===== config.mk =====
export PLATFORM = sky130hd
export DESIGN_NAME = cardinal_nic
export DESIGN_NICKNAME = d
export VERILOG_FILES = /design/src/rtl/cardinal_nic.sv
export SDC_FILE = /design/constraint.sdc
export NUM_CORES = 1
export LEC_CHECK = 0
export ABC_AREA = 1
export CORE_MARGIN = 4
export CORE_UTILIZATION = 46
export DETAILED_ROUTE_END_ITERATION = 7
export PLACE_DENSITY = 0.9
export SYNTH_ARGS = -nofsm -noshare
export SYNTH_HDL_FRONTEND = slang
export SYNTH_SLANG_ARGS = --single-unit
export TNS_END_PERCENT = 10

===== constraint.sdc =====
create_clock -name clk -period 1.7 [get_ports clk]
set_input_delay 0.34 -clock clk [delete_from_list [all_inputs] [get_ports clk]]
set_output_delay 0.34 -clock clk [all_outputs]
set_load 0.01 [all_outputs]

===== src/rtl/cardinal_nic.sv =====
// Cardinal mesh NIC: single-packet ejection/injection buffers, PE-mapped registers,
// and a ready/send handshake gated by the packet's VC bit against mesh polarity.
module cardinal_nic #(
  parameter int DATA_WIDTH = 64,
  parameter int ADDR_WIDTH = 2
) (
  input  logic                  clk,
  input  logic                  reset,
  input  logic [ADDR_WIDTH-1:0] addr,
  input  logic [DATA_WIDTH-1:0] d_in,
  output logic [DATA_WIDTH-1:0] d_out,
  input  logic                  nicEn,
  input  logic                  nicWrEn,
  input  logic                  net_si,
  output logic                  net_ri,
  input  logic [DATA_WIDTH-1:0] net_di,
  output logic                  net_so,
  input  logic                  net_ro,
  output logic [DATA_WIDTH-1:0] net_do,
  input  logic                  net_polarity
);

  logic [DATA_WIDTH-1:0] in_buf_q, in_buf_d;
  logic [DATA_WIDTH-1:0] out_buf_q, out_buf_d;
  logic                  in_full_q, in_full_d;
  logic                  out_full_q, out_full_d;

  logic pe_rd, pe_wr;
  logic rd_in_buf, wr_out_buf;

  assign pe_rd      = nicEn & ~nicWrEn;
  assign pe_wr      = nicEn & nicWrEn;
  assign rd_in_buf  = pe_rd & (addr == ADDR_WIDTH'(0));
  assign wr_out_buf = pe_wr & (addr == ADDR_WIDTH'(2));

  assign net_ri = ~in_full_q;
  assign net_do = out_buf_q;
  // A packet may only leave in the mesh phase that matches its VC bit.
  assign net_so = out_full_q & net_ro & (out_buf_q[DATA_WIDTH-1] == net_polarity);

  always_comb begin
    d_out = '0;
    if (pe_rd) begin
      case (addr)
        ADDR_WIDTH'(0): d_out = in_buf_q;
        ADDR_WIDTH'(1): d_out = {{(DATA_WIDTH-1){1'b0}}, in_full_q};
        ADDR_WIDTH'(2): d_out = out_buf_q;
        default:        d_out = {{(DATA_WIDTH-1){1'b0}}, out_full_q};
      endcase
    end
  end

  always_comb begin
    in_buf_d  = in_buf_q;
    in_full_d = in_full_q;
    if (net_si & ~in_full_q) begin
      in_buf_d  = net_di;
      in_full_d = 1'b1;
    end else if (rd_in_buf & in_full_q) begin
      in_full_d = 1'b0;
    end
  end

  // A send frees the buffer, so a same-cycle write still sees it full and is dropped.
  always_comb begin
    out_buf_d  = out_buf_q;
    out_full_d = out_full_q;
    if (net_so) begin
      out_full_d = 1'b0;
    end else if (wr_out_buf & ~out_full_q) begin
      out_buf_d  = d_in;
      out_full_d = 1'b1;
    end
  end

  always_ff @(posedge clk) begin
    if (reset) begin
      in_buf_q   <= '0;
      in_full_q  <= 1'b0;
      out_buf_q  <= '0;
      out_full_q <= 1'b0;
    end else begin
      in_buf_q   <= in_buf_d;
      in_full_q  <= in_full_d;
      out_buf_q  <= out_buf_d;
      out_full_q <= out_full_d;
    end
  end

endmodule


[After elaboration in Yosys (flattened, before gate mapping)]
Cells that the tools add are included.
Widths: inputs -> output; s select.
Word-level totals
  flip-flop bits (word level): 130
  input bits: 137
  output and inout port bits: 130
  logic and storage cells: 28
Operators by class
  eq/ne operators: 3
  muxes and demuxes: 4
  bitwise gates (word level): 13
  reduce and logical (&&, ||, !) cells: 4
Operators with widths (count)
  $pmux 64 s3: 1
  $mux 64: 1
  $and 1x1->1: 9
  $not 1->1: 4
  $eq 2x1->1 const B: 1
  $eq 2x2->1 const B: 1
  $logic_not 2->1: 1
  $mux 1: 2
  $reduce_and 2->1: 1
  $reduce_bool 2->1: 1
  $reduce_or 2->1: 1
  $eq 1x1->1: 1

[Logic depth before layout (Yosys ltp)]
Gate-level depths: netlist of run 1.
  word-level depth: 6
  depth in mapped cells: 8

[Least setup slack after synthesis of run 1]
OpenSTA, ideal clock, no wires.
  path kind: input to output
  start point: input port nicEn
  end point: output port d_out[33]
  data arrival time: 1.088 ns
  data required time: 1.360 ns
  slack: 0.272 ns
  stages: 6
  buffers on the path: 2
  cell sequence: inv_1 > nor2_4 > buf_2 > buf_2 > nand3_1 > nand2_1
Between the ends
  longest elaborated chain between the ends: 2
RTL lines
  start: declaration: RTL line 12  | input logic nicEn,
  $and 1x1->1: RTL line 31  | assign pe_rd = nicEn & ~nicWrEn;
  $mux 64: RTL line 43  | if (pe_rd) begin
  end: declaration: RTL line 11  | output logic [DATA_WIDTH-1:0] d_out,
No other way between the ends.

[Worst setup path after layout of run 1]
  start point: input port nicEn
  end point: output port d_out[10]
Same word-level chain as after synthesis.

==> metrics.txt, run 1 <==
Worst EP arrival=1390 ps; I/O pin cnt=267; vias post-DR=~7300; overall power consumption=~8.5 mW; Min-Delay Endpoint=in_buf_q[46]$_SDFFE_PP0P_; Worst R2R End=in_buf_q[56]$_SDFFE_PP0P_; most repeated cell in the gate-level netlist after synthesis=nor2_1; largest clock skew in the final design=7.32 ps; Cell Area, Synth=6000 sq um; routed wirelength normalized by instance count=17.4 microns; actual slew at the worst max-slew pin=318 ps; Synth Register Bits=130; insertion delay of the later-clocked pin in the worst-skew pair=410 ps; CORE AREA=12700 sq um; wirelength, routed=24200 microns; horizontal extent of the die=122 microns; HPWL Detailed=14700 microns; number of DRC violations after detailed-routing iteration 0=between 700 and 800; number of standard cells after synthesis=~930; normalized max-slew margin=78.6%; Worst Path Max Fanout=7; leading register cell type out of synthesis=dfxtp_1; residual DRC count=0; leakage power summed over all cells=5.25 nW; path depth of the worst reg2reg path=5; number of detailed-routing iterations run before antenna repair=6; largest vdd supply drop=0.000613 V; total clock sinks=130; setup violation total in the final timing report=1; cell repeated most along the worst path=buf_6; worst hold path startpoint=in_buf_q[46]$_SDFFE_PP0P_; Tightest Hold Check Type=reg -> reg; Final WS setup=-33.6 ps; most frequent cells after synthesis=nor2_1, nand2_1, dfxtp_1; total nets after synthesis=around 1100; fraction of final layout cells sized beyond drive strength 1=around 14%; reg2reg start=in_full_q$_SDFFE_PP0P_; hold path depth=2; fmax=0.577 GHz; DIE HEIGHT=122 microns; Cell Rows=41; min cycle time layout=1730 ps; total global routing track utilization=between 30 and 40%; number of global-route vias before repair=6900; distinct cell type count of the synthesized netlist=17; per-instance average area after synthesis=approximately 6.4 sq um; largest net degree at the start of global routing=65; Sequential cell area=between 2000 and 3000 sq um; Max Cap Violations=0; gate family responsible for the most delay along the worst path=buffers and inverters; register-to-register setup slack=290 ps; fraction of the yosys area taken by sequential cells=43.4%; clock edge transition at the registers on the reported setup and hold paths=50 ps; cell with the largest stage delay on the worst path=buf_6; initial standard-cell utilization of the core=47.4%; DR vias/cell=about 5.3; Synth async-reset ratio=0%; CTS tree=yes; final weighted congestion of routability-driven global placement=0.854; Syn. warnings=0; Crit path required time=1360 ps; area fraction of the dominant cell type after synthesis=43.4%; CTS root buf=clkbuf_16; multi-input gate area in the final layout=2790 sq um; kind of start point of the critical path=input port; number of enable flip-flop cells after synthesis=0; die footprint=14900 sq um; biggest area contributors in the synthesized netlist=dfxtp_1, nor2_1, nand2_1, nand3_1, o21ai_0; violated checks=negative setup slack; Num CTS Buffers=17; worst path buffer plus inverter count=7; Crit Path Class=in -> out; cells along the critical path=buf_2 > inv_2 > nor2_4 > buf_6 > buf_12 > buf_16 > buf_6 > nand3_1 > nand2_1 > buf_6; power density relative to cell area=860 nW/um^2; setup repair after global routing missed its margin=yes; Worst setup EP type=output pin; maximum clock insertion buffer count=2; wire length of the first global-routing pass=between 30000 and 40000 microns; Diodes inserted=0; Post-Route Utilization=77.8%; Port Buffers=266; Largest stage delay, worst path=between 100 and 150 ps; final net count=1346; number of filler instances in the final layout=a little under 900; H-Tree Level Count=4; number of hold violations in the final report=0; Remaining Overflow, GRT=0; final antenna-violating net count=0; biggest area consumer among synthesized cells=dfxtp_1; area growth from synthesis to layout=64.2%; antenna violations before repair=1; final worst path period share=102%; final number of max-transition violations=0; run status=finished with violations; Setup crit start=nicEn
worst register-to-register path, delay by kind of cell (launching register included):
family	cells	cell delay (ps)
buffers and inverters	2	380
AND/OR/NAND/NOR	2	400
flip-flops	1	350
AO/OA/AOI/OAI	1	200
registers in the layout (all words and copies together), names as in the netlist:
name,count
net_do,64
in_buf_q,64
out_full_q,1
in_full_q,1
layer usage:
| metal | wire length [microns] | track usage, % |
|---|---|---|
| met1 | 8940 | 34.9 |
| met4 | 1070 | 16.8 |
| met5 | 7 | 0 |
| met2 | 11500 | 51.4 |
| met3 | 2670 | 9.68 |
cell usage in the layout, fill, tap and decap left out, drive strengths merged:
cell,netlist,layout
o21ai,65,65
bufinv,0,2
a21oi,2,2
dlygate4sd2,0,9
o31ai,1,1
nand2,202,202
dlymetal6s2s,0,33
inv,75,74
nor2,262,262
dfxtp,130,130
clkbuf,24,29
clkdlybuf4s50,0,155
clkinv,0,3
nand3,128,128
buf,43,125
power by group:
| group | leakage [nW] | switching [mW] | internal, mW |
|---|---|---|---|
| registers | 1.07 | 0.134 | 3.24 |
| logic | 3.89 | 0.668 | 0.730 |
| clock network | 0.298 | 1.29 | 2.41 |
worst max-delay path by stage:
stage / to / slack (ps) / depth (start not counted)
after detailed placement: d_out[55] / -790 / 6
after global routing: d_out[10] / -90 / 10
after CTS: d_out[5] / -90 / 8
final: d_out[10] / -30 / 10
after global placement: d_out[26] / -740 / 6
after floorplan: d_out[33] / 270 / 6
metrics by stage:
stage	instance area (sq um)	worst slack, ps	hold WS, ps	TNS, ps	instances
final	9850	-33.6	482	-33.6	1392
after global routing	9850	-91.6	506	-809	1392
after CTS	9710	-86.9	485	-602	1389
after detailed placement	9020	-786	473	-64110	1340
after global placement	9020	-739	462	-61730	1340
after floorplan	6000	272	409	0	932
cell type report:
| class | instances | area share [%] |
|---|---|---|
| Tap cell | 172 | 2.18 |
| Multi-Input combinational cell | 660 | 28.3 |
| Timing Repair Buffer | 325 | 34.1 |
| Sequential cell | 130 | 26.4 |
| Inverter | 75 | 2.87 |
| Clock buffer | 26 | 5.37 |
| Clock inverter | 4 | 0.711 |
timing repair:
item / in CTS / in global routing
pin swaps: 10 / 10
resized for setup: 298 / 57
setup endpoints to repair: 74 / 92
endpoints found under the hold margin: 0 / 0
hold buffers: 0 / 0
buffers inserted: 11 / 3
cloned: 8 / 2
logic make-up after synthesis:
| logic type | Yosys count | synth area share [%] |
|---|---|---|
| flops | 130 | 43.4 |
| compound gates | 68 | 5.71 |
| buf+inv | 142 | 11.0 |
| simple gates | 592 | 39.9 |
No activity file was read; power rests on OpenSTA's default activity.
==> run 2, diff against run 1 <==
--- a/config.mk
+++ b/config.mk
@@ -6,8 +6,9 @@
 export NUM_CORES = 1
 export LEC_CHECK = 0
 export ABC_AREA = 1
-export CORE_MARGIN = 4
+export CORE_ASPECT_RATIO = 1.75
 export CORE_UTILIZATION = 46
+export CTS_CLUSTER_DIAMETER = 120
 export DETAILED_ROUTE_END_ITERATION = 7
 export PLACE_DENSITY = 0.9
 export SYNTH_ARGS = -nofsm -noshare
==> run 2 against run 1 <==
Net effect:
- the flow still finishes with violations (negative setup slack)
- final area grew 0.98%
- die area shrank 9.5%
- clock-buffer cell count shrank 8
- power shrank 0.47%
- clock skew grew 2.7 ps
- sequential share of layout area shrank 0.22 points
- via count grew 0.22%
- routed wire length shrank 4.2%
- highest routed layer is now met4
==> metrics.txt, run 2 (same netlist as run 1, synthesis figures left out) <==
run status=finished with violations; violated checks=negative setup slack; share of power burned in combinational logic=16.6% (about the same); Crit path required time=1360 ps (about the same); CTS root buf=clkbuf_16; overall power consumption=8.44 mW (-0.47%); fraction of power consumed by sequential logic=39.9% (about the same); largest net degree at the start of global routing=67 (+3.1%); horizontal extent of the die=88.3 microns (-28%); Final WS setup=-84.0 ps (-50.4 ps); Finished Cell Area=9950 sq um (+0.98%); largest clock skew in the final design=10.0 ps (+2.69 ps); fmax=0.561 GHz (-2.8%); I/O pin cnt=267 (unchanged); die footprint=13500 sq um (-9.5%); routed wirelength normalized by instance count=16.6 microns (-4.5%); final net count=1351 (+0.37%); number of hold buffers added after CTS=0 (unchanged); vias post-DR=7335 (+0.22%); number of hold violations in the final report=0 (unchanged); actual slew at the worst max-slew pin=331 ps (+12.8 ps); Worst Path Max Fanout=21 (+14); min cycle time layout=1780 ps (+50.4 ps); final weighted congestion of routability-driven global placement=0.891 (+4.4%); WHS=485 ps (+3.12 ps); initial standard-cell utilization of the core=47.7% (+0.39 points); Worst EP arrival=1440 ps (+50 ps); power density relative to cell area=848 nW/um^2 (-1.4%); Crit Path Class=in -> out; largest vdd supply drop=0.000781 V (+27%); wire length of the first global-routing pass=34700 microns (-2.2%); multi-input gate area in the final layout=2850 sq um (+2.1%); total global routing track utilization=33.3% (+2.6 points); Post-Route Utilization=79.2% (+1.4 points); number of global-route vias before repair=7044 (+2.1%); wirelength, routed=23200 microns (-4.2%); final antenna-violating net count=0 (unchanged); insertion delay of the later-clocked pin in the worst-skew pair=410 ps (about the same); Remaining Overflow, GRT=0 (unchanged); final number of max-transition violations=0 (unchanged); fraction of final layout cells sized beyond drive strength 1=15.9% (+1.5 points); H-Tree Level Count=4 (unchanged); cell-internal power=6.19 mW (-3.0%); Worst setup EP type=output pin; kind of start point of the critical path=input port; area growth from synthesis to layout=65.8%; number of detailed-routing iterations run before antenna repair=4 (-2); CTS tree=yes; final worst path period share=105% (+3.0 points); Sequential cell area=2610 sq um (+0.14%); normalized max-slew margin=78.0% (-0.63 points); Cell Rows=54 (+32%); number of DRC violations after detailed-routing iteration 0=376 (-48%); DR vias/cell=5.25 (about the same); fraction of power spent switching nets=26.6% (+1.9 points); Tightest Hold Check Type=reg -> reg; leakage power summed over all cells=5.42 nW (+3.2%); total clock sinks=130 (unchanged); Max Cap Violations=0 (unchanged); Port Buffers=266 (unchanged); CORE AREA=12600 sq um (-0.82%); setup repair after global routing missed its margin=yes; instance area at placement=9010 sq um (-0.14%); Num CTS Buffers=17 (unchanged); number of filler instances in the final layout=879 (+0.46%); DIE HEIGHT=153 microns (+25%); maximum clock insertion buffer count=2 (unchanged); fraction of power consumed by the clock network=43.5% (-0.2 points); clock edge transition at the registers on the reported setup and hold paths=60 ps (about the same); highest-count cells in the layout ignoring fill and taps=nor2_1, nand2_1, clkdlybuf4s50_1; Net Sw Power=2.25 mW (+7.2%); residual DRC count=0 (unchanged); most frequent standard cell in the layout excluding fill and tap cells=nor2_1; antenna violations before repair=1 (unchanged); setup violation total in the final timing report=21 (+20); HPWL Detailed=14300 microns (-3.1%)
-- run 2: changes by cell type in the layout (fill, tap and decap cells not counted), moves of 6 or more --
cell             change
dlymetal6s2s_1      +11
clkbuf_8             -6
buf_12               -7
nand3_1             -11
clkdlybuf4s50_1      -7
buf_6                +6
nand3_2             +11
-- run 2: final cells by class --
| class | instances | share of cell area (%) |
|---|---|---|
| Sequential cell | 130 | 26.2 |
| Timing Repair Buffer | 330 | 34.2 |
| Antenna cell | 1 | 0.0252 |
| Tap cell | 168 | 2.11 |
| Inverter | 75 | 2.87 |
| Clock inverter | 14 | 1.55 |
| Clock buffer | 18 | 4.41 |
| Multi-Input combinational cell | 660 | 28.6 |
-- run 2: layer usage --
metal  part of all wire, %  track usage [%]
met5                     0                0
met4                   5.7             19.7
met3                   7.4             8.48
met2                    54             59.2
met1                    33             33.8
-- run 2: path summary, 6_finish.rpt --
check | start | to | slack, ps | cells past startpoint
max | addr[1] | d_out[3] | -80 | 6
max reg2reg | out_full_q$_SDFFE_PP0P_ | net_do[29]$_SDFFE_PP0P_ | 340 | 7
min | in_buf_q[15]$_SDFFE_PP0P_ | in_buf_q[15]$_SDFFE_PP0P_ | 480 | 2
min reg2reg | in_buf_q[15]$_SDFFE_PP0P_ | in_buf_q[15]$_SDFFE_PP0P_ | 480 | 2
-- run 2: what timing repair did --
action / 4_1_cts / 5_1_grt
buffers inserted: 13 / 2
cloned: 8 / 3
pin swaps: 4 / 17
endpoints found under the setup margin: 105 / 105
resized for setup: 311 / 75
-- run 2: power by group through the flow --
| stage | Clock [mW] | Sequential [mW] | Combinational, mW |
|---|---|---|---|
| after detailed placement | 0 | 3.42 | 1.24 |
| after global placement | 0 | 3.41 | 1.21 |
| after floorplan | 0 | 3.41 | 0.545 |
| after CTS | 3.67 | 3.36 | 1.35 |
| after global routing | 3.86 | 3.38 | 1.51 |
| final | 3.67 | 3.36 | 1.40 |
-- run 2: through the flow --
step	setup slack, ps	setup TNS (ps)	cells
finish	-84.0	-444	1396
global route	-118	-2170	1396
CTS	-111	-437	1392
detailed placement	-822	-74870	1340
global placement	-805	-72570	1340
floorplan	272	0	932
-- run 2: critical path, cell delays in order --
cell             delay [ps]
buf_2                   140
nor2_4                  190
bufbuf_16               350
nand3_1                 100
nand2_1                  70
clkdlybuf4s15_1         240
==> run 3, diff against run 2 <==
==> constraint.sdc (replaced) <==
create_clock -name clk -period 1.7 [get_ports clk]
set_input_delay 0.34 -clock clk [delete_from_list [all_inputs] [get_ports clk]]
set_output_delay 0.34 -clock clk [all_outputs]
set_load 0.1 [all_outputs]
==> run 3 against run 2 <==
Net effect:
- the flow now stops in 5_1_grt
- synthesized area unchanged
- synthesized cell count unchanged
==> metrics.txt, run 3 <==
initial standard-cell utilization of the core=47.7% (unchanged); run status=aborted with a tool error; CTS root buf=clkbuf_16; worst setup endpoint GRT=d_out[33]; Cell Rows=54 (unchanged); First Err=[ERROR GRT-0232] Routing congestion too high. Check the congestion heatmap in the GUI.; Cell Area, Synth=6000 sq um (unchanged); biggest area contributors in the synthesized netlist=dfxtp_1, nor2_1, nand2_1, nand3_1, o21ai_0; total clock sinks=130 (unchanged); Remaining Overflow, GRT=roughly 170; Placement Setup Slack=-548 ps (+273 ps); H-Tree Level Count=4 (unchanged); DIE HEIGHT=153 microns (unchanged); total global routing track utilization=82.6%; HPWL Detailed=16500 microns (+16%); fraction of the yosys area taken by sequential cells=43.4% (unchanged); Worst-path end type=top-level output; number of standard cells after synthesis=932 (unchanged); number of enable flip-flop cells after synthesis=0 (unchanged); total nets after synthesis=1069 (unchanged); per-instance average area after synthesis=6.44 sq um (unchanged); Synth async-reset ratio=0% (unchanged); maximum clock insertion buffer count=2 (unchanged); biggest area consumer among synthesized cells=dfxtp_1; Syn. warnings=0 (unchanged); # placed instances=1330 (-0.75%); distinct cell type count of the synthesized netlist=17 (unchanged); failing step=5_1_grt; Port Buffers=266 (unchanged); most frequent cells after synthesis=nor2_1, nand2_1, dfxtp_1; I/O pin cnt=267 (unchanged); leading register cell type out of synthesis=dfxtp_1; horizontal extent of the die=88.3 microns (unchanged); Synth Register Bits=130 (unchanged); largest net degree at the start of global routing=67; final weighted congestion of routability-driven global placement=0.892 (about the same); area fraction of the dominant cell type after synthesis=43.4% (unchanged); most repeated cell in the gate-level netlist after synthesis=nor2_1; number of hold buffers added after CTS=0 (unchanged); Num CTS Buffers=17 (unchanged)
run 3: per-layer routing:
layer  GRT overflow  global-route usage, %
met3              0                   61.7
met4             80                   92.3
met5              0                   4.35
met2             87                   99.1
met1              0                   82.8
run 3: kinds of logic after synthesis:
kind of cell,count (synthesis),share of synthesized area [%]
AOI/OAI and AO/OA,68,5.71
and+or+nand+nor,592,39.9
buffers and inverters,142,11.0
DFF,130,43.4
run 3: through the flow:
stage / cell area [sq um] / TNS [ps] / util (%)
after floorplan: 6050 / -24680 / -
after global placement: 10300 / -49690 / 81.8
after detailed placement: 10300 / -56250 / 81.8
after CTS: 11900 / -2390 / 94.6
run 3: what timing repair did:
item | 4_1_cts
setup buffers | 16
gates cloned | 13
gates resized for setup | 155
pin swaps | 53
hold endpoints to repair | 0
setup endpoints to repair | 121
==> run 4, diff against run 3 <==
--- a/config.mk
+++ b/config.mk
@@ -6,11 +6,9 @@
 export NUM_CORES = 1
 export LEC_CHECK = 0
 export ABC_AREA = 1
-export CORE_ASPECT_RATIO = 1.75
-export CORE_UTILIZATION = 46
-export CTS_CLUSTER_DIAMETER = 120
+export CORE_UTILIZATION = 40
 export DETAILED_ROUTE_END_ITERATION = 7
-export PLACE_DENSITY = 0.9
+export PLACE_DENSITY_LB_ADDON = 0.15
 export SYNTH_ARGS = -nofsm -noshare
 export SYNTH_HDL_FRONTEND = slang
 export SYNTH_SLANG_ARGS = --single-unit
==> run 4 against run 3 <==
Net effect:
- the flow now finishes, with violations (negative setup slack)
==> metrics.txt, run 4 (same netlist as run 1, synthesis figures left out) <==
Num CTS Buffers=17 (unchanged); CTS root buf=clkbuf_16; reg2reg start=out_full_q$_SDFFE_PP0P_; final weighted congestion of routability-driven global placement=0.823 (-7.8%); # placed instances=1350 (+1.5%); fmax=0.575 GHz; Worst Path Max Fanout=16; total global routing track utilization=29.3%; insertion delay of the later-clocked pin in the worst-skew pair=420 ps; power density relative to cell area=between 700 and 800 nW/um^2; kind of start point of the critical path=input port; total clock sinks=130 (unchanged); Crit path required time=1360 ps; Min-Delay Endpoint=in_buf_q[59]$_SDFFE_PP0P_; path depth of the worst reg2reg path=8; Worst setup EP type=output pin; normalized max-slew margin=82.7%; maximum clock insertion buffer count=2 (unchanged); violated checks=negative setup slack; setup violation total in the final timing report=40; worst path buffer plus inverter count=4; routed wirelength normalized by instance count=between 15 and 20 microns; cell with the largest stage delay on the worst path=clkbuf_16; number of detailed-routing iterations run before antenna repair=7; wirelength, routed=~23000 microns; number of hold violations in the final report=0; gate family responsible for the most delay along the worst path=buffers and inverters; antenna violations before repair=0; CORE AREA=14600 sq um; final antenna-violating net count=0; run status=finished with violations; register-to-register setup slack=410 ps; actual slew at the worst max-slew pin=between 200 and 300 ps; initial standard-cell utilization of the core=41.1% (-6.6 points); final number of max-transition violations=0; Worst EP arrival=1400 ps; area growth from synthesis to layout=102%; vias post-DR=7083; Worst R2R End=net_do[1]$_SDFFE_PP0P_; hold path depth=2; number of global-route vias before repair=6927; min cycle time layout=~1700 ps; highest-count cells in the layout ignoring fill and taps=nor2_1, buf_12, nand2_1; number of DRC violations after detailed-routing iteration 0=343; final net count=1347; setup repair after global routing missed its margin=yes; Max Cap Violations=0; largest vdd supply drop=0.000717 V; final worst path period share=102%; die footprint=15500 sq um; count of placed standard cells in the final layout, fillers left out=1404; cells along the critical path=buf_2 > nor2_4 > buf_4 > clkbuf_16 > nand3_1 > nand2_2 > buf_12; H-Tree Level Count=4 (unchanged); Placement Setup Slack=-464 ps (+84.5 ps); wire length of the first global-routing pass=approximately 36000 microns; Diodes inserted=0; HPWL Detailed=14100 microns (-15%); CTS tree=yes; largest clock skew in the final design=between 6 and 7 ps; Remaining Overflow, GRT=0; Post-Route Utilization=83.0%; largest net degree at the start of global routing=between 50 and 60; leakage power summed over all cells=5.13 nW; DIE HEIGHT=124 microns (-19%); Final WS setup=-37.8 ps; most frequent standard cell in the layout excluding fill and tap cells=nor2_1; clock edge transition at the registers on the reported setup and hold paths=50 ps; Tightest Hold Check Type=reg -> reg; Port Buffers=266 (unchanged); residual DRC count=0; Crit Path Class=in -> out; DR vias/cell=5.04; fraction of final layout cells sized beyond drive strength 1=30.6%; I/O pin cnt=267 (unchanged); horizontal extent of the die=124 microns (+41%); Cell Rows=44 (-19%); Largest stage delay, worst path=~200 ps; worst hold path startpoint=in_buf_q[59]$_SDFFE_PP0P_
## run 4: tightest hold or removal path, delay by kind of cell, from the launching register on
kind	cells	cell delay, ps
DFF	1	330
and+or+nand+nor	2	130
## run 4: layout make-up
cell class / count / area (sq um)
Timing Repair Buffer: 326 / 4930
Multi-Input combinational cell: 660 / 3450
Sequential cell: 130 / 2620
Fill cell: 861 / 2480
Clock buffer: 25 / 527
Inverter: 75 / 287
Tap cell: 184 / 230
Clock inverter: 4 / 70.1
## run 4: worst max-delay path by stage
stage,cells after the start,start,endpoint
floorplan,2,net_do[13]$_SDFFE_PP0P_,d_out[13]
global placement,8,nicEn,d_out[13]
detailed placement,8,nicEn,d_out[13]
CTS,10,addr[1],d_out[61]
global route,9,addr[1],d_out[23]
finish,7,nicWrEn,d_out[58]
## run 4: stage by stage
stage / total power [mW] / TNS, ps / hold WS [ps] / cell area [sq um]
final: 9.32 / -686 / 488 / 12100
after global routing: 9.63 / -2910 / 514 / 12100
after CTS: 9.27 / -2170 / 485 / 11900
after detailed placement: 5.39 / -49950 / 471 / 10400
after global placement: 5.36 / -46830 / 461 / 10400
after floorplan: 4.47 / -24680 / 409 / 6050
## run 4: repair_timing
| action | in CTS | in global routing |
|---|---|---|
| pin swaps | 76 | 35 |
| resized for setup | 168 | 36 |
| setup buffers | 15 | 2 |
| hold buffers | 0 | 0 |
| gates cloned | 9 | 3 |
| setup endpoints to repair | 65 | 65 |
## run 4: power by group
group | switching (mW) | total, mW | internal [mW]
logic | 1.24 | 2.19 | 0.955
registers | 0.178 | 3.41 | 3.23
clock network | 1.30 | 3.71 | 2.41
## run 4: layer usage
| metal | wire (microns) | GRT usage (%) |
|---|---|---|
| met1 | 8940 | 32.7 |
| met2 | 11900 | 51.3 |
| met3 | 1860 | 9.28 |
| met4 | 677 | 11.8 |
| met5 | 0 | 0 |
